[src/rtl/exc_pkg.sv]
// exc_pkg: ExcCodes, Status bit indices and FSM state encoding shared by
// exc_ctrl and the CP0-side logic.
package exc_pkg;

    localparam logic [4:0] EXC_INT = 5'b00000;
    localparam logic [4:0] EXC_SYS = 5'b01000;
    localparam logic [4:0] EXC_BRK = 5'b01001;
    localparam logic [4:0] EXC_TEQ = 5'b01101;

    localparam int ST_IE  = 0;
    localparam int ST_SYS = 1;
    localparam int ST_BRK = 2;
    localparam int ST_TEQ = 3;
    localparam int ST_IM  = 8;

    typedef enum logic [1:0] {IDLE, EXC, RET, FLUSH} state_t;

endpackage

[src/rtl/int_pend.sv]
// int_pend: rising-edge detect on ext_int, sticky pending latch, and
// lowest-index-first selection of an enabled pending line.
module int_pend (
    input  logic       clk,
    input  logic       rst,
    input  logic [3:0] ext_int,
    input  logic [3:0] mask,
    input  logic       take,
    output logic       req,
    output logic [3:0] pending
);

    logic [3:0] prev_q, prev_d, pend_q, pend_d, hit, sel;

    always_comb begin
        hit     = pend_q & mask;
        sel     = hit & (~hit + 4'd1);
        req     = |hit;
        prev_d  = ext_int;
        // an edge arriving while the line is being taken re-arms the bit
        pend_d  = (pend_q & ~(take ? sel : 4'b0)) | (ext_int & ~prev_q);
        pending = pend_q;
    end

    always_ff @(posedge clk) begin
        if (rst) begin
            prev_q <= '0;
            pend_q <= '0;
        end else begin
            prev_q <= prev_d;
            pend_q <= pend_d;
        end
    end

endmodule

[src/rtl/exc_ctrl.sv]
// exc_ctrl: prioritises decode exceptions, eret and external interrupts into
// one-cycle CP0 requests followed by a flush. Interrupts need EXC_EXT_INT_EN.
module exc_ctrl
    import exc_pkg::*;
(
    input  logic        clk,
    input  logic        rst,
    input  logic        syscall,
    input  logic        brk,
    input  logic        teq_hit,
    input  logic        eret_in,
    input  logic [31:0] pc,
    input  logic [31:0] status,
    input  logic [3:0]  ext_int,
    output logic        exception,
    output logic [4:0]  cause,
    output logic        eret,
    output logic [31:0] exc_pc,
    output logic        flush,
    output logic [3:0]  int_pending
);

    state_t      state_q, state_d;
    logic        exc_q, exc_d, eret_q, eret_d, flush_q, flush_d;
    logic [4:0]  cause_q, cause_d;
    logic [31:0] pc_q, pc_d;
    logic        sys_en, brk_en, teq_en, int_req, int_take;
    logic        unused_st;

    assign unused_st = ^{status[31:12], status[7:4]};

`ifdef EXC_EXT_INT_EN
    int_pend u_int_pend (
        .clk     (clk),
        .rst     (rst),
        .ext_int (ext_int),
        .mask    (status[ST_IM +: 4] & {4{status[ST_IE]}}),
        .take    (int_take),
        .req     (int_req),
        .pending (int_pending)
    );
`else
    logic unused_int;
    assign unused_int  = ^{ext_int, status[ST_IM +: 4], int_take};
    assign int_req     = 1'b0;
    assign int_pending = 4'b0;
`endif

    always_comb begin
        sys_en   = status[ST_IE] & status[ST_SYS] & syscall;
        brk_en   = status[ST_IE] & status[ST_BRK] & brk;
        teq_en   = status[ST_IE] & status[ST_TEQ] & teq_hit;
        int_take = 1'b0;
        state_d  = state_q;
        exc_d    = 1'b0;
        eret_d   = 1'b0;
        flush_d  = 1'b0;
        cause_d  = '0;
        pc_d     = '0;
        case (state_q)
            IDLE: begin
                if (sys_en | brk_en | teq_en) begin
                    state_d = EXC;
                    exc_d   = 1'b1;
                    flush_d = 1'b1;
                    cause_d = sys_en ? EXC_SYS : brk_en ? EXC_BRK : EXC_TEQ;
                    pc_d    = pc;
                end else if (eret_in) begin
                    state_d = RET;
                    eret_d  = 1'b1;
                    flush_d = 1'b1;
                end else if (int_req & ~syscall & ~brk & ~teq_hit) begin
                    int_take = 1'b1;
                    state_d  = EXC;
                    exc_d    = 1'b1;
                    flush_d  = 1'b1;
                    cause_d  = EXC_INT;
                    pc_d     = pc;
                end
            end
            EXC, RET: begin
                state_d = FLUSH;
                flush_d = 1'b1;
                cause_d = cause_q;
                pc_d    = pc_q;
            end
            default: state_d = IDLE;
        endcase
    end

    always_ff @(posedge clk) begin
        if (rst) begin
            state_q <= IDLE;
            exc_q   <= 1'b0;
            eret_q  <= 1'b0;
            flush_q <= 1'b0;
            cause_q <= '0;
            pc_q    <= '0;
        end else begin
            state_q <= state_d;
            exc_q   <= exc_d;
            eret_q  <= eret_d;
            flush_q <= flush_d;
            cause_q <= cause_d;
            pc_q    <= pc_d;
        end
    end

    assign exception = exc_q;
    assign eret      = eret_q;
    assign flush     = flush_q;
    assign cause     = cause_q;
    assign exc_pc    = pc_q;

endmodule

[config.mk]
export PLATFORM = sky130hd
export DESIGN_NAME = exc_ctrl
export DESIGN_NICKNAME = d
export VERILOG_FILES = /design/src/rtl/exc_pkg.sv /design/src/rtl/int_pend.sv /design/src/rtl/exc_ctrl.sv
export SDC_FILE = /design/constraint.sdc
export NUM_CORES = 1
export LEC_CHECK = 0
export CAP_MARGIN = 5
export CORE_UTILIZATION = 55
export CTS_BUF_LIST = sky130_fd_sc_hd__clkbuf_8
export CTS_CLUSTER_SIZE = 40
export DETAILED_ROUTE_END_ITERATION = 16
export DONT_BUFFER_PORTS = 1
export PLACE_DENSITY = 0.76
export SLEW_MARGIN = 30
export SYNTH_ARGS = -nofsm -noshare
export SYNTH_HDL_FRONTEND = slang
export SYNTH_SLANG_ARGS = --single-unit
[constraint.sdc]
create_clock -name clk -period 1.9 [get_ports clk]
set_clock_uncertainty 0.2 [all_clocks]
set_input_delay 0.19 -clock clk [delete_from_list [all_inputs] [get_ports clk]]
set_output_delay 0.19 -clock clk [all_outputs]
set_load 0.005 [all_outputs]
# Yosys cells after proc, flatten, opt, wreduce, memory -nomap -nowiden
# Cells that the tools add are included.
# op_classes
n_bitwise,9
eq_ne,3
mux,13
n_reduce_logical,4
# op_table
operator,count
$pmux 32 s2,1
$mux 32,1
$pmux 5 s2,1
$and 1x1->1,6
$mux 3,2
$mux 2,2
$mux 4,1
$pmux 2 s2,1
$reduce_or 2->1,2
$mux 1,3
$ne 3x3->1 const B,1
$reduce_or 3->1,1
$eq 2x1->1 const B,1
$eq 2x2->1 const B,1
$logic_not 2->1,1
$or 1x1->1,2
$pmux 1 s2,1
$not 1->1,1
# totals
input_bits,74
regBits,42
out_inout_bits,44
elab_cells,35

# Depth between registers and ports, before layout
# Gate-level depths: netlist (run 1).
# logic_depth
word_depth,6
depth_mapped,6
depth_no_buf,5

# Least setup slack after synthesis (run 1)
# No wires, ideal clock.
# synth_timing
kind,flip-flop to flip-flop
start,reg state_q[1]
end,"reg pc_q[10], in the netlist exc_pc[10]"
path_buffers,2
t_required_ns,1.640
setup_slack_ns,0.124
t_arrival_ns,1.516
setup_time_ns,0.060
path_stages_with_launch,7
synth_period_minus_slack_ns,1.776
cell_sequence,dfxtp_1 inv_1 ha_1 nor2b_1 buf_1 clkbuf_1 a22o_1
# synth_via
elab_chain_cells,3
elab_cells_between_ends,5
classes_between,eq/ne (2); mux (1); reduce/logical (2)
# synth_rtl
item,line,rtl
"start, declared",exc_ctrl.sv:23,"state_t state_q, state_d;"
"start signal, assigned",exc_ctrl.sv:100,state_q <= state_d;
$eq 2x1->1 or $eq 2x2->1 (tied branches),exc_ctrl.sv:60,case (state_q)
$reduce_or 2->1,exc_ctrl.sv:60,
$pmux 32 s2,exc_ctrl.sv:60,
"end signal, assigned",exc_ctrl.sv:105,pc_q <= pc_d;
"end, declared",exc_ctrl.sv:26,"logic [31:0] pc_q, pc_d;"
# Several ways; a longest one is shown, not always the timed one.
# A chain may end at the register's enable or synchronous reset.

# Worst setup path in the final report (run 1)
# layout_timing
start,reg state_q[1]
end,"reg pc_q[0], in the netlist exc_pc[0]"
# The elaborated chain is that of the path after synthesis.

==> results of run 1 <==
-- worst max-delay path, stage by stage (launching register included) --
cell,delay [ns]
sky130_fd_sc_hd__dfxtp_1,0.33
sky130_fd_sc_hd__inv_1,0.09
sky130_fd_sc_hd__ha_4,0.17
sky130_fd_sc_hd__nor2b_4,0.17
sky130_fd_sc_hd__nor4b_4,0.30
sky130_fd_sc_hd__buf_4,0.17
sky130_fd_sc_hd__buf_6,0.12
sky130_fd_sc_hd__a22o_1,0.15
-- Yosys cell counts (2+ instances only) --
| library cell | n | area [µm²] |
|---|---|---|
| sky130_fd_sc_hd__a21oi_1 | 2 | 10.0 |
| sky130_fd_sc_hd__a22o_1 | 31 | 272 |
| sky130_fd_sc_hd__a22o_2 | 2 | 20.0 |
| sky130_fd_sc_hd__buf_4 | 6 | 45.0 |
| sky130_fd_sc_hd__buf_6 | 3 | 33.8 |
| sky130_fd_sc_hd__clkbuf_1 | 3 | 11.3 |
| sky130_fd_sc_hd__dfxtp_1 | 40 | 801 |
| sky130_fd_sc_hd__ha_1 | 2 | 25.0 |
| sky130_fd_sc_hd__inv_1 | 3 | 11.3 |
| sky130_fd_sc_hd__nand2_1 | 3 | 11.3 |
| sky130_fd_sc_hd__nor2_1 | 2 | 7.51 |
| sky130_fd_sc_hd__nor2b_1 | 4 | 25.0 |
-- power by group --
group	switching [W]	total, W	internal, W
registers	0.0000827	0.00104	0.000956
logic	0.000321	0.000682	0.000361
clock network	0.000267	0.000518	0.000251
-- per-layer routing --
metal	track usage, %	up-vias
li1	-	529
met2	48.5	63
met4	15.4	0
met5	0	-
met1	25.5	563
met3	8.62	8
-- cell type report --
class                   count  area [µm²]
multi-input cells          68         559
repair buffers             48         463
well taps                  30        37.5
clock buffers               5        68.8
flip-flops and latches     40         801
clock inverters             3        16.3
fillers                   143         498
inverters                   3        11.3
-- kinds of logic (layout without fill, tap and decap cells) --
kind of cell / Yosys count / in the layout
mux: 1 / 1
simple gates: 17 / 17
compound gates: 42 / 42
fa+ha+maj: 2 / 2
other cells: 1 / 6
buf+inv: 16 / 59
flops: 40 / 40
-- sequential cells by signal, summed over array words and instances, names as in the netlist --
| signal | flops |
|---|---|
| cause | 3 |
| flush | 1 |
| eret | 1 |
| state_q | 2 |
| exception | 1 |
| exc_pc | 32 |
-- path summary, 6_finish.rpt --
kind / start / endpoint / slack [ns]
max: state_q[1]$_SDFFE_PP0P_ / exc_pc[0]$_SDFFE_PP0P_ / 0.14
min reg2reg: cause[3]$_SDFFE_PP0P_ / cause[3]$_SDFFE_PP0P_ / 0.30
min: eret_in / state_q[0]$_SDFFE_PP0P_ / 0.04
max reg2reg: state_q[1]$_SDFFE_PP0P_ / exc_pc[0]$_SDFFE_PP0P_ / 0.14
-- per-stage QoR --
stage,cells,instance area [µm²]
after floorplan,124,1440
after global placement,146,1430
after detailed placement,146,1430
after CTS,193,1900
after global routing,197,1960
final,197,1960
-- repair_timing --
item / in CTS / in global routing
setup buffers: 0 / 2
hold endpoints to repair: 39 / 0
hold buffers: 39 / 0
resized for setup: 1 / 8
endpoints found under the setup margin: 6 / 35
cloned: 0 / 2
==> tab_implementation.tex, run 1 <==
\begin{tabular}{lr}
\hline
Metric & Value \\
\hline
\multicolumn{2}{l}{\textbf{Cells and area}} \\
Finished Core Util & 79.7\% \\
Synthesis-to-finish area growth & 37.4\% \\
Commonest non-fill, non-tap cell in the layout & sky130\_fd\_sc\_hd\_\_dfxtp\_1 \\
Post-layout nets & 242 \\
Ant. Diodes & 0 \\
Fraction of layout cells with a size suffix above 1 & 14.4\% \\
Leading cell types in the layout, fill and taps excluded & sky130\_fd\_sc\_hd\_\_dfxtp\_1, sky130\_fd\_sc\_hd\_\_dlygate4sd3\_1, sky130\_fd\_sc\_hd\_\_a22o\_1, sky130\_fd\_sc\_hd\_\_conb\_1, sky130\_fd\_sc\_hd\_\_buf\_4 \\
\multicolumn{2}{l}{\textbf{Logic synthesis}} \\
Compound-gate portion of the synthesized area & 25.0\% \\
Number of flops mapped to enable cells by yosys & 0 \\
Count of different cell masters after synthesis & 30 \\
Total standard cell area after synthesis & 1420 µm² \\
Combinational family with the most area after synthesis & compound AO/OA/AOI/OAI gates \\
Commonest register cell after synthesis & sky130\_fd\_sc\_hd\_\_dfxtp\_1 \\
Synthesis-stage register bit count & 40 \\
Synth async-reset ratio & 0\% \\
Synthesized-area fraction occupied by and/or/nand/nor cells & 8.70\% \\
Sequential area share after synthesis & 56.2\% \\
Yosys synthesis warning count & 0 \\
Post-synthesis adder-cell area fraction & 1.76\% \\
Count of mapped cells out of synthesis & 119 \\
Per-instance average area after synthesis & 12.0 µm² \\
Share of synthesized area spent on multiplexers & 0.703\% \\
Synth Area in XOR/XNOR & 0\% \\
\multicolumn{2}{l}{\textbf{Routing}} \\
Via count & 1163 \\
Post-detailed-route DRC marker count & 0 \\
First drt pass iteration count & 6 \\
Wire length per cell & 17.8 µm \\
Wire length the detailed router placed on met1 & 1.31 mm \\
Routed length on met2 & 1.87 mm \\
Top Metal Used & met4 \\
Ratio of routed vias to standard cells & 5.90 \\
Number of nets with antenna violations after routing & 0 \\
Number of violations reported at the end of detailed-routing iteration 0 & 18 \\
Met3 routed wirelength & 248 µm \\
Drt total wl & 3.51 mm \\
\multicolumn{2}{l}{\textbf{Floorplan}} \\
DIE AREA & 2800 µm² \\
Die X & 52.9 µm \\
Site Rows & 18 \\
Total core area & 2450 µm² \\
\# IOs & 118 \\
Die height & 52.9 µm \\
Initial Util & 58.0\% \\
\multicolumn{2}{l}{\textbf{Clock tree}} \\
Number of buffers created by CTS & 5 \\
CTS Sinks & 40 \\
Clock tree root buffer cell & sky130\_fd\_sc\_hd\_\_clkbuf\_8 \\
Clock insertion delay at the later pin of the skew report & 0.28 ns \\
Clock tree from TritonCTS & done \\
Maximum clock insertion buffer count & 2 \\
Number of levels the H-tree was split into & 2 \\
CTS clock-pin slew for the worst setup and hold paths & 0.07 ns \\
\multicolumn{2}{l}{\textbf{Timing}} \\
Setup repair after global routing missed its margin & no \\
Final hold violations & 0 \\
Final TNS setup & 0 ns \\
Period minus WS final & 1.76 ns \\
Worst path setup slack after routing & 0.136 ns \\
Tightest hold margin & 0.0367 ns \\
Finish-stage setup viols & 0 \\
Post-route fraction of the period consumed by the critical path & 92.8\% \\
Achievable Freq & 567 MHz \\
Final max-slew violation count & 0 \\
\multicolumn{2}{l}{\textbf{Setup path}} \\
Critical path type & flop to flop \\
Depth of the worst register-to-register path & 7 \\
Worst-path fanout max & 9 \\
Category of the worst setup path capture point & flop \\
Setup crit start kind & flop \\
Arrival @ worst endpoint & 1.79 ns \\
Required @ worst endpoint & 1.92 ns \\
\multicolumn{2}{l}{\textbf{Hold path}} \\
Hold Path Depth & 3 \\
Path class of the lowest-slack min-delay path & input pin to flop \\
\multicolumn{2}{l}{\textbf{GRT}} \\
Wire length of the first global-routing pass & 5.17 mm \\
Pin count of the biggest net entering global routing & 18 \\
Number of global-route vias before repair & 1200 \\
Overflow left after global routing & 0 \\
Antenna violations before repair & 0 \\
Global routing usage summed across all routing layers & 26.5\% \\
\multicolumn{2}{l}{\textbf{Run}} \\
Count of max-cap constraint violations & 0 \\
\multicolumn{2}{l}{\textbf{Power}} \\
Power density relative to cell area & 1140 nW/µm² \\
Leak & 0.826 nW \\
Maximum ir drop on the vdd rail & 0.950 mV \\
Final Power & 0.00224 W \\
\multicolumn{2}{l}{\textbf{Placement}} \\
Detailed placement HPWL & 1.78 mm \\
Count of port buffers added during placement & 0 \\
Routability-driven placement congestion ratio & 0.768 \\
Pre-CTS setup slack & 0.00559 ns \\
\multicolumn{2}{l}{\textbf{Status}} \\
Status & completed \\
\hline
\end{tabular}
(Power assumes the default switching activity.)
==> run 2: changes to the inputs <==
--- a/config.mk
+++ b/config.mk
@@ -11,6 +11,7 @@
 export CTS_CLUSTER_SIZE = 40
 export DETAILED_ROUTE_END_ITERATION = 16
 export DONT_BUFFER_PORTS = 1
+export GPL_TIMING_DRIVEN = 0
 export PLACE_DENSITY = 0.76
 export SLEW_MARGIN = 30
 export SYNTH_ARGS = -nofsm -noshare
==> tab_implementation.tex, run 2 (synthesis results as in run 1) <==
\begin{tabular}{lr}
\hline
Metric & Value \\
\hline
\multicolumn{2}{l}{\textbf{GRT}} \\
Antenna violations before repair & 0 \\
Pin count of the biggest net entering global routing & 13 \\
Global routing usage summed across all routing layers & 29.8\% \\
Routing usage on met2 & 54.4\% \\
Global routing met1 resource utilization & 29.2\% \\
Met3 Track Usage GR & 11.5\% \\
Wire length of the first global-routing pass & 5.67 mm \\
Overflow left after global routing & 0 \\
Number of global-route vias before repair & 1246 \\
Busiest layer in global routing & met2 \\
\multicolumn{2}{l}{\textbf{Setup path}} \\
Arrival @ worst endpoint & 1.89 ns \\
Launch point of the worst reg-to-reg path & state\_q[1]\$\_SDFFE\_PP0P\_ \\
Sequence of cells on the critical path & inv\_1 > ha\_4 > or3b\_2 > o22ai\_1 > a31o\_2 \\
Setup crit start & state\_q[1]\$\_SDFFE\_PP0P\_ \\
Peak per-stage delay on the critical path & 0.47 ns \\
Worst-path fanout max & 6 \\
Cell with the largest stage delay on the worst path & sky130\_fd\_sc\_hd\_\_or3b\_2 \\
Worst reg2reg path endpoint & state\_q[0]\$\_SDFFE\_PP0P\_ \\
Category of the worst setup path capture point & flop \\
Depth of the worst register-to-register path & 5 \\
Setup crit start kind & flop \\
Critical path type & flop to flop \\
Required @ worst endpoint & 1.94 ns \\
Setup slack of the most critical reg-to-reg path & 0.05 ns \\
\multicolumn{2}{l}{\textbf{Power}} \\
Relative contribution of sequential cells to total power & 42.9\% \\
Combinational Power Share & 29.8\% \\
Net switching component of the power & 0.000705 W \\
Internal power component & 0.00173 W \\
Final Power & 0.00243 W \\
Clock network power share & 27.3\% \\
Leak & 0.871 nW \\
Maximum ir drop on the vdd rail & 1.07 mV \\
Switching power share of the total & 29.0\% \\
Power density relative to cell area & 1190 nW/µm² \\
\multicolumn{2}{l}{\textbf{Clock tree}} \\
Maximum clock insertion buffer count & 2 \\
Number of levels the H-tree was split into & 2 \\
Clock insertion delay at the later pin of the skew report & 0.28 ns \\
Number of buffers created by CTS & 5 \\
CTS Sinks & 40 \\
Clock tree root buffer cell & sky130\_fd\_sc\_hd\_\_clkbuf\_8 \\
Clock tree from TritonCTS & done \\
CTS clock-pin slew for the worst setup and hold paths & 0.07 ns \\
\multicolumn{2}{l}{\textbf{Hold path}} \\
Path class of the lowest-slack min-delay path & input pin to flop \\
End of the worst hold path & state\_q[1]\$\_SDFFE\_PP0P\_ \\
Startpoint of the most critical hold path & eret\_in \\
Hold Path Depth & 3 \\
\multicolumn{2}{l}{\textbf{Timing}} \\
Setup repair after global routing missed its margin & no \\
Transition time at the pin with the least slew margin & 0.841 ns \\
Finish-stage setup viols & 0 \\
Post-route fraction of the period consumed by the critical path & 97.5\% \\
Final max-slew violation count & 0 \\
Final TNS setup & 0 ns \\
Achievable Freq & 540 MHz \\
Period minus WS final & 1.85 ns \\
Final hold violations & 0 \\
Max\_slew headroom & 43.9\% \\
\multicolumn{2}{l}{\textbf{Cells and area}} \\
Ant. Diodes & 0 \\
Post-layout nets & 249 \\
Area of the multi-input gates & 557 µm² \\
Post-route cell area & 2040 µm² \\
Area used by sequential logic in the layout & 801 µm² \\
Commonest non-fill, non-tap cell in the layout & sky130\_fd\_sc\_hd\_\_dfxtp\_1 \\
Synthesis-to-finish area growth & 43.0\% \\
Number of flip-flops under the largest register name & 32 \\
Leading cell types in the layout, fill and taps excluded & sky130\_fd\_sc\_hd\_\_dfxtp\_1, sky130\_fd\_sc\_hd\_\_dlygate4sd3\_1, sky130\_fd\_sc\_hd\_\_a22o\_1, sky130\_fd\_sc\_hd\_\_buf\_4, sky130\_fd\_sc\_hd\_\_conb\_1 \\
Fill cell instance count of the final layout & 142 \\
Fraction of layout cells with a size suffix above 1 & 17.2\% \\
\multicolumn{2}{l}{\textbf{Floorplan}} \\
\# IOs & 118 \\
Site Rows & 18 \\
Initial Util & 58.0\% \\
Die X & 52.9 µm \\
DIE AREA & 2800 µm² \\
Die height & 52.9 µm \\
Total core area & 2450 µm² \\
\multicolumn{2}{l}{\textbf{Placement}} \\
Routability-driven placement congestion ratio & 0.775 \\
Count of port buffers added during placement & 0 \\
Area after detailed placement & 1480 µm² \\
Detailed placement HPWL & 1.90 mm \\
\multicolumn{2}{l}{\textbf{Routing}} \\
Number of nets with antenna violations after routing & 0 \\
Via count & 1180 \\
Wire length per cell & 18.8 µm \\
Ratio of routed vias to standard cells & 5.78 \\
Number of violations reported at the end of detailed-routing iteration 0 & 28 \\
Drt total wl & 3.84 mm \\
First drt pass iteration count & 4 \\
Post-detailed-route DRC marker count & 0 \\
\multicolumn{2}{l}{\textbf{Status}} \\
Status & completed \\
\multicolumn{2}{l}{\textbf{Run}} \\
Count of max-cap constraint violations & 0 \\
\hline
\end{tabular}
## run 2: power by group through the flow
stage	Clock, W	Sequential [W]	Combinational [W]
2_1_floorplan	0	0.00103	0.000436
3_3_place_gp	0	0.00105	0.000502
3_5_place_dp	0	0.00105	0.000526
4_1_cts	0.000664	0.00104	0.000619
5_1_grt	0.000703	0.00106	0.000784
6_report	0.000663	0.00104	0.000726
## run 2: timing repair
action,in CTS,in global routing
endpoints found under the hold margin,39,0
buffers inserted,3,0
cloned,0,0
resized for setup,4,11
hold buffers,39,0
endpoints found under the setup margin,34,33
## run 2: final cells by class
class | instances | share of cell area (%)
multi-input combinational | 68 | 27.4
clock inverter | 3 | 1.91
sequential | 40 | 39.3
tap | 30 | 1.84
buffer | 13 | 5.35
inverter | 3 | 0.553
clock buffer | 5 | 3.38
timing repair buffer | 42 | 20.3
## run 2: per-stage QoR
step	utilization, %	std cells	hold WS (ns)	setup slack (ns)
finish	82.9	204	0.0374	0.0484
global route	82.9	204	0.0444	0.0369
CTS	81.7	204	0.0404	0.0110
detailed placement	60.3	154	0.0659	-0.213
global placement	60.3	154	0.0621	-0.118
floorplan	-	124	0.0591	0.124
## run 2: worst max-delay path by stage
stage,to,slack [ns]
global placement,exc_pc[5]$_SDFFE_PP0P_,-0.12
CTS,state_q[0]$_SDFFE_PP0P_,0.01
floorplan,exc_pc[10]$_SDFFE_PP0P_,0.12
global route,exc_pc[12]$_SDFFE_PP0P_,0.04
detailed placement,exc_pc[0]$_SDFFE_PP0P_,-0.21
finish,state_q[0]$_SDFFE_PP0P_,0.05
## run 2: routing by layer
metal | vias up | share of wire [%]
li1 | 543 | -
met1 | 574 | 38
met2 | 57 | 55
met3 | 6 | 6.2
met4 | 0 | 1.6
met5 | - | 0
## run 2: critical path: cells and delay by family (launching register included)
family,cells,cell delay (ns)
buf+inv,1,0.09
fa+ha+maj,1,0.31
flops,1,0.39
simple gates,1,0.47
compound gates,2,0.33
==> run 3: changes to the inputs <==
--- a/config.mk
+++ b/config.mk
@@ -13,6 +13,7 @@
 export DONT_BUFFER_PORTS = 1
 export GPL_TIMING_DRIVEN = 0
 export PLACE_DENSITY = 0.76
+export RECOVER_POWER = 100
 export SLEW_MARGIN = 30
 export SYNTH_ARGS = -nofsm -noshare
 export SYNTH_HDL_FRONTEND = slang
==> tab_implementation.tex, run 3 (synthesis results as in run 1) <==
\begin{tabular}{lr}
\hline
Metric & Value \\
\hline
\multicolumn{2}{l}{\textbf{Placement}} \\
Detailed placement HPWL & 1.90 mm \\
Count of port buffers added during placement & 0 \\
Routability-driven placement congestion ratio & 0.775 \\
DP Cell Count & 154 \\
Area after detailed placement & 1480 µm² \\
\multicolumn{2}{l}{\textbf{Routing}} \\
Post-detailed-route DRC marker count & 0 \\
Ratio of routed vias to standard cells & 5.84 \\
Number of violations reported at the end of detailed-routing iteration 0 & 28 \\
Via count & 1192 \\
First drt pass iteration count & 4 \\
Number of nets with antenna violations after routing & 0 \\
Wire length per cell & 18.8 µm \\
Drt total wl & 3.84 mm \\
\multicolumn{2}{l}{\textbf{GRT}} \\
Wire length of the first global-routing pass & 5.67 mm \\
Overflow left after global routing & 0 \\
Global routing usage summed across all routing layers & 29.8\% \\
Number of global-route vias before repair & 1246 \\
Pin count of the biggest net entering global routing & 13 \\
Antenna violations before repair & 0 \\
\multicolumn{2}{l}{\textbf{Hold path}} \\
Path class of the lowest-slack min-delay path & input pin to flop \\
End of the worst hold path & state\_q[1]\$\_SDFFE\_PP0P\_ \\
Startpoint of the most critical hold path & eret\_in \\
Hold Path Depth & 3 \\
\multicolumn{2}{l}{\textbf{Setup path}} \\
Worst-path fanout max & 6 \\
Category of cells accounting for the largest share of critical-path delay & simple AND/OR/NAND/NOR gates \\
Launch point of the worst reg-to-reg path & state\_q[1]\$\_SDFFE\_PP0P\_ \\
Setup slack of the most critical reg-to-reg path & 0.05 ns \\
Worst reg2reg path endpoint & state\_q[0]\$\_SDFFE\_PP0P\_ \\
Critical path type & flop to flop \\
Required @ worst endpoint & 1.94 ns \\
Category of the worst setup path capture point & flop \\
Peak per-stage delay on the critical path & 0.47 ns \\
Buffers and inverters on the worst path & 1 \\
Depth of the worst register-to-register path & 5 \\
Setup crit start kind & flop \\
Arrival @ worst endpoint & 1.89 ns \\
Cell with the largest stage delay on the worst path & sky130\_fd\_sc\_hd\_\_or3b\_2 \\
Sequence of cells on the critical path & inv\_1 > ha\_4 > or3b\_2 > o22ai\_1 > a31o\_2 \\
\multicolumn{2}{l}{\textbf{Floorplan}} \\
Die X & 52.9 µm \\
Site Rows & 18 \\
\# IOs & 118 \\
Total core area & 2450 µm² \\
Initial Util & 58.0\% \\
Die height & 52.9 µm \\
DIE AREA & 2800 µm² \\
\multicolumn{2}{l}{\textbf{Cells and area}} \\
Number of flip-flops under the largest register name & 32 \\
Leading cell types in the layout, fill and taps excluded & sky130\_fd\_sc\_hd\_\_dfxtp\_1, sky130\_fd\_sc\_hd\_\_dlygate4sd3\_1, sky130\_fd\_sc\_hd\_\_a22o\_1, sky130\_fd\_sc\_hd\_\_buf\_4, sky130\_fd\_sc\_hd\_\_conb\_1 \\
Post-layout nets & 249 \\
Finished Core Util & 82.8\% \\
Area of the multi-input gates & 557 µm² \\
Ant. Diodes & 0 \\
Fraction of layout cells with a size suffix above 1 & 16.7\% \\
Synthesis-to-finish area growth & 42.7\% \\
Fill cell instance count of the final layout & 144 \\
Post-route cell area & 2030 µm² \\
Commonest non-fill, non-tap cell in the layout & sky130\_fd\_sc\_hd\_\_dfxtp\_1 \\
Area used by sequential logic in the layout & 801 µm² \\
Fin cells & 204 \\
\multicolumn{2}{l}{\textbf{Clock tree}} \\
Clock tree root buffer cell & sky130\_fd\_sc\_hd\_\_clkbuf\_8 \\
CTS Sinks & 40 \\
Maximum clock insertion buffer count & 2 \\
Clock insertion delay at the later pin of the skew report & 0.28 ns \\
Clock tree from TritonCTS & done \\
CTS clock-pin slew for the worst setup and hold paths & 0.07 ns \\
Number of levels the H-tree was split into & 2 \\
Number of buffers created by CTS & 5 \\
\multicolumn{2}{l}{\textbf{Power}} \\
Power density relative to cell area & 1200 nW/µm² \\
Leak & 0.867 nW \\
Maximum ir drop on the vdd rail & 1.07 mV \\
Final Power & 0.00243 W \\
\multicolumn{2}{l}{\textbf{Timing}} \\
Transition time at the pin with the least slew margin & 0.850 ns \\
Achievable Freq & 540 MHz \\
Period minus WS final & 1.85 ns \\
Post-route fraction of the period consumed by the critical path & 97.5\% \\
Finish-stage setup viols & 0 \\
Final hold violations & 0 \\
Max\_slew headroom & 43.3\% \\
Final max-slew violation count & 0 \\
Tightest hold margin & 0.0375 ns \\
Setup repair after global routing missed its margin & no \\
\multicolumn{2}{l}{\textbf{Run}} \\
Count of max-cap constraint violations & 0 \\
\multicolumn{2}{l}{\textbf{Status}} \\
Status & completed \\
\hline
\end{tabular}
==> run 3: cell types whose count changed in the layout (fill, tap and decap cells not counted) <==
cell,delta
sky130_fd_sc_hd__buf_4,-1
sky130_fd_sc_hd__clkbuf_1,+1
==> run 3: metal layers <==
metal	GRT usage (%)	up-vias	wire [µm]
li1	-	541	-
met1	29.2	578	1430
met2	54.4	67	2090
met3	11.5	6	262
met4	13.6	0	60
met5	0	-	0
==> run 3: area by class of cell <==
class | instances | share of cell area (%)
plain buffers | 13 | 5.36
clock inverters | 3 | 1.91
inverters | 3 | 0.554
flip-flops and latches | 40 | 39.4
multi-input cells | 68 | 27.4
clock buffers | 5 | 3.39
well taps | 30 | 1.85
repair buffers | 42 | 20.1
==> run 3: tightest hold or removal path, delay by kind of cell <==
family | cells | cell delay, ns
compound gates | 1 | 0.12
mux | 1 | 0.06
simple gates | 1 | 0.11
==> run 3: through the flow <==
step / setup slack (ns) / setup TNS (ns)
6_report: 0.0475 / 0
3_5_place_dp: -0.213 / -5.69
4_1_cts: 0.0110 / 0
3_3_place_gp: -0.118 / -3.19
2_1_floorplan: 0.124 / 0
5_1_grt: 0.0374 / 0
==> run 3: how the worst max path moves through the flow <==
stage,from,end,slack [ns],cells past startpoint
6_report,state_q[1]$_SDFFE_PP0P_,state_q[0]$_SDFFE_PP0P_,0.05,5
4_1_cts,state_q[1]$_SDFFE_PP0P_,state_q[0]$_SDFFE_PP0P_,0.01,5
2_1_floorplan,state_q[1]$_SDFFE_PP0P_,exc_pc[10]$_SDFFE_PP0P_,0.12,6
5_1_grt,state_q[0]$_SDFFE_PP0P_,exc_pc[12]$_SDFFE_PP0P_,0.04,7
3_3_place_gp,state_q[1]$_SDFFE_PP0P_,exc_pc[5]$_SDFFE_PP0P_,-0.12,6
3_5_place_dp,state_q[1]$_SDFFE_PP0P_,exc_pc[0]$_SDFFE_PP0P_,-0.21,6
==> run 3: where the power goes <==
part	internal [W]	switching [W]	total (W)
sequential	0.000956	0.0000876	0.00104
clock	0.000384	0.000279	0.000663
combinational	0.000384	0.000340	0.000724
total	0.00172	0.000706	0.00243
==> run 3: repair_timing <==
action,4_1_cts,5_1_grt
endpoints found under the setup margin,34,33
buffers inserted,3,0
hold endpoints to repair,39,0
hold buffers,39,0
pin swaps,0,0
resized for setup,4,11
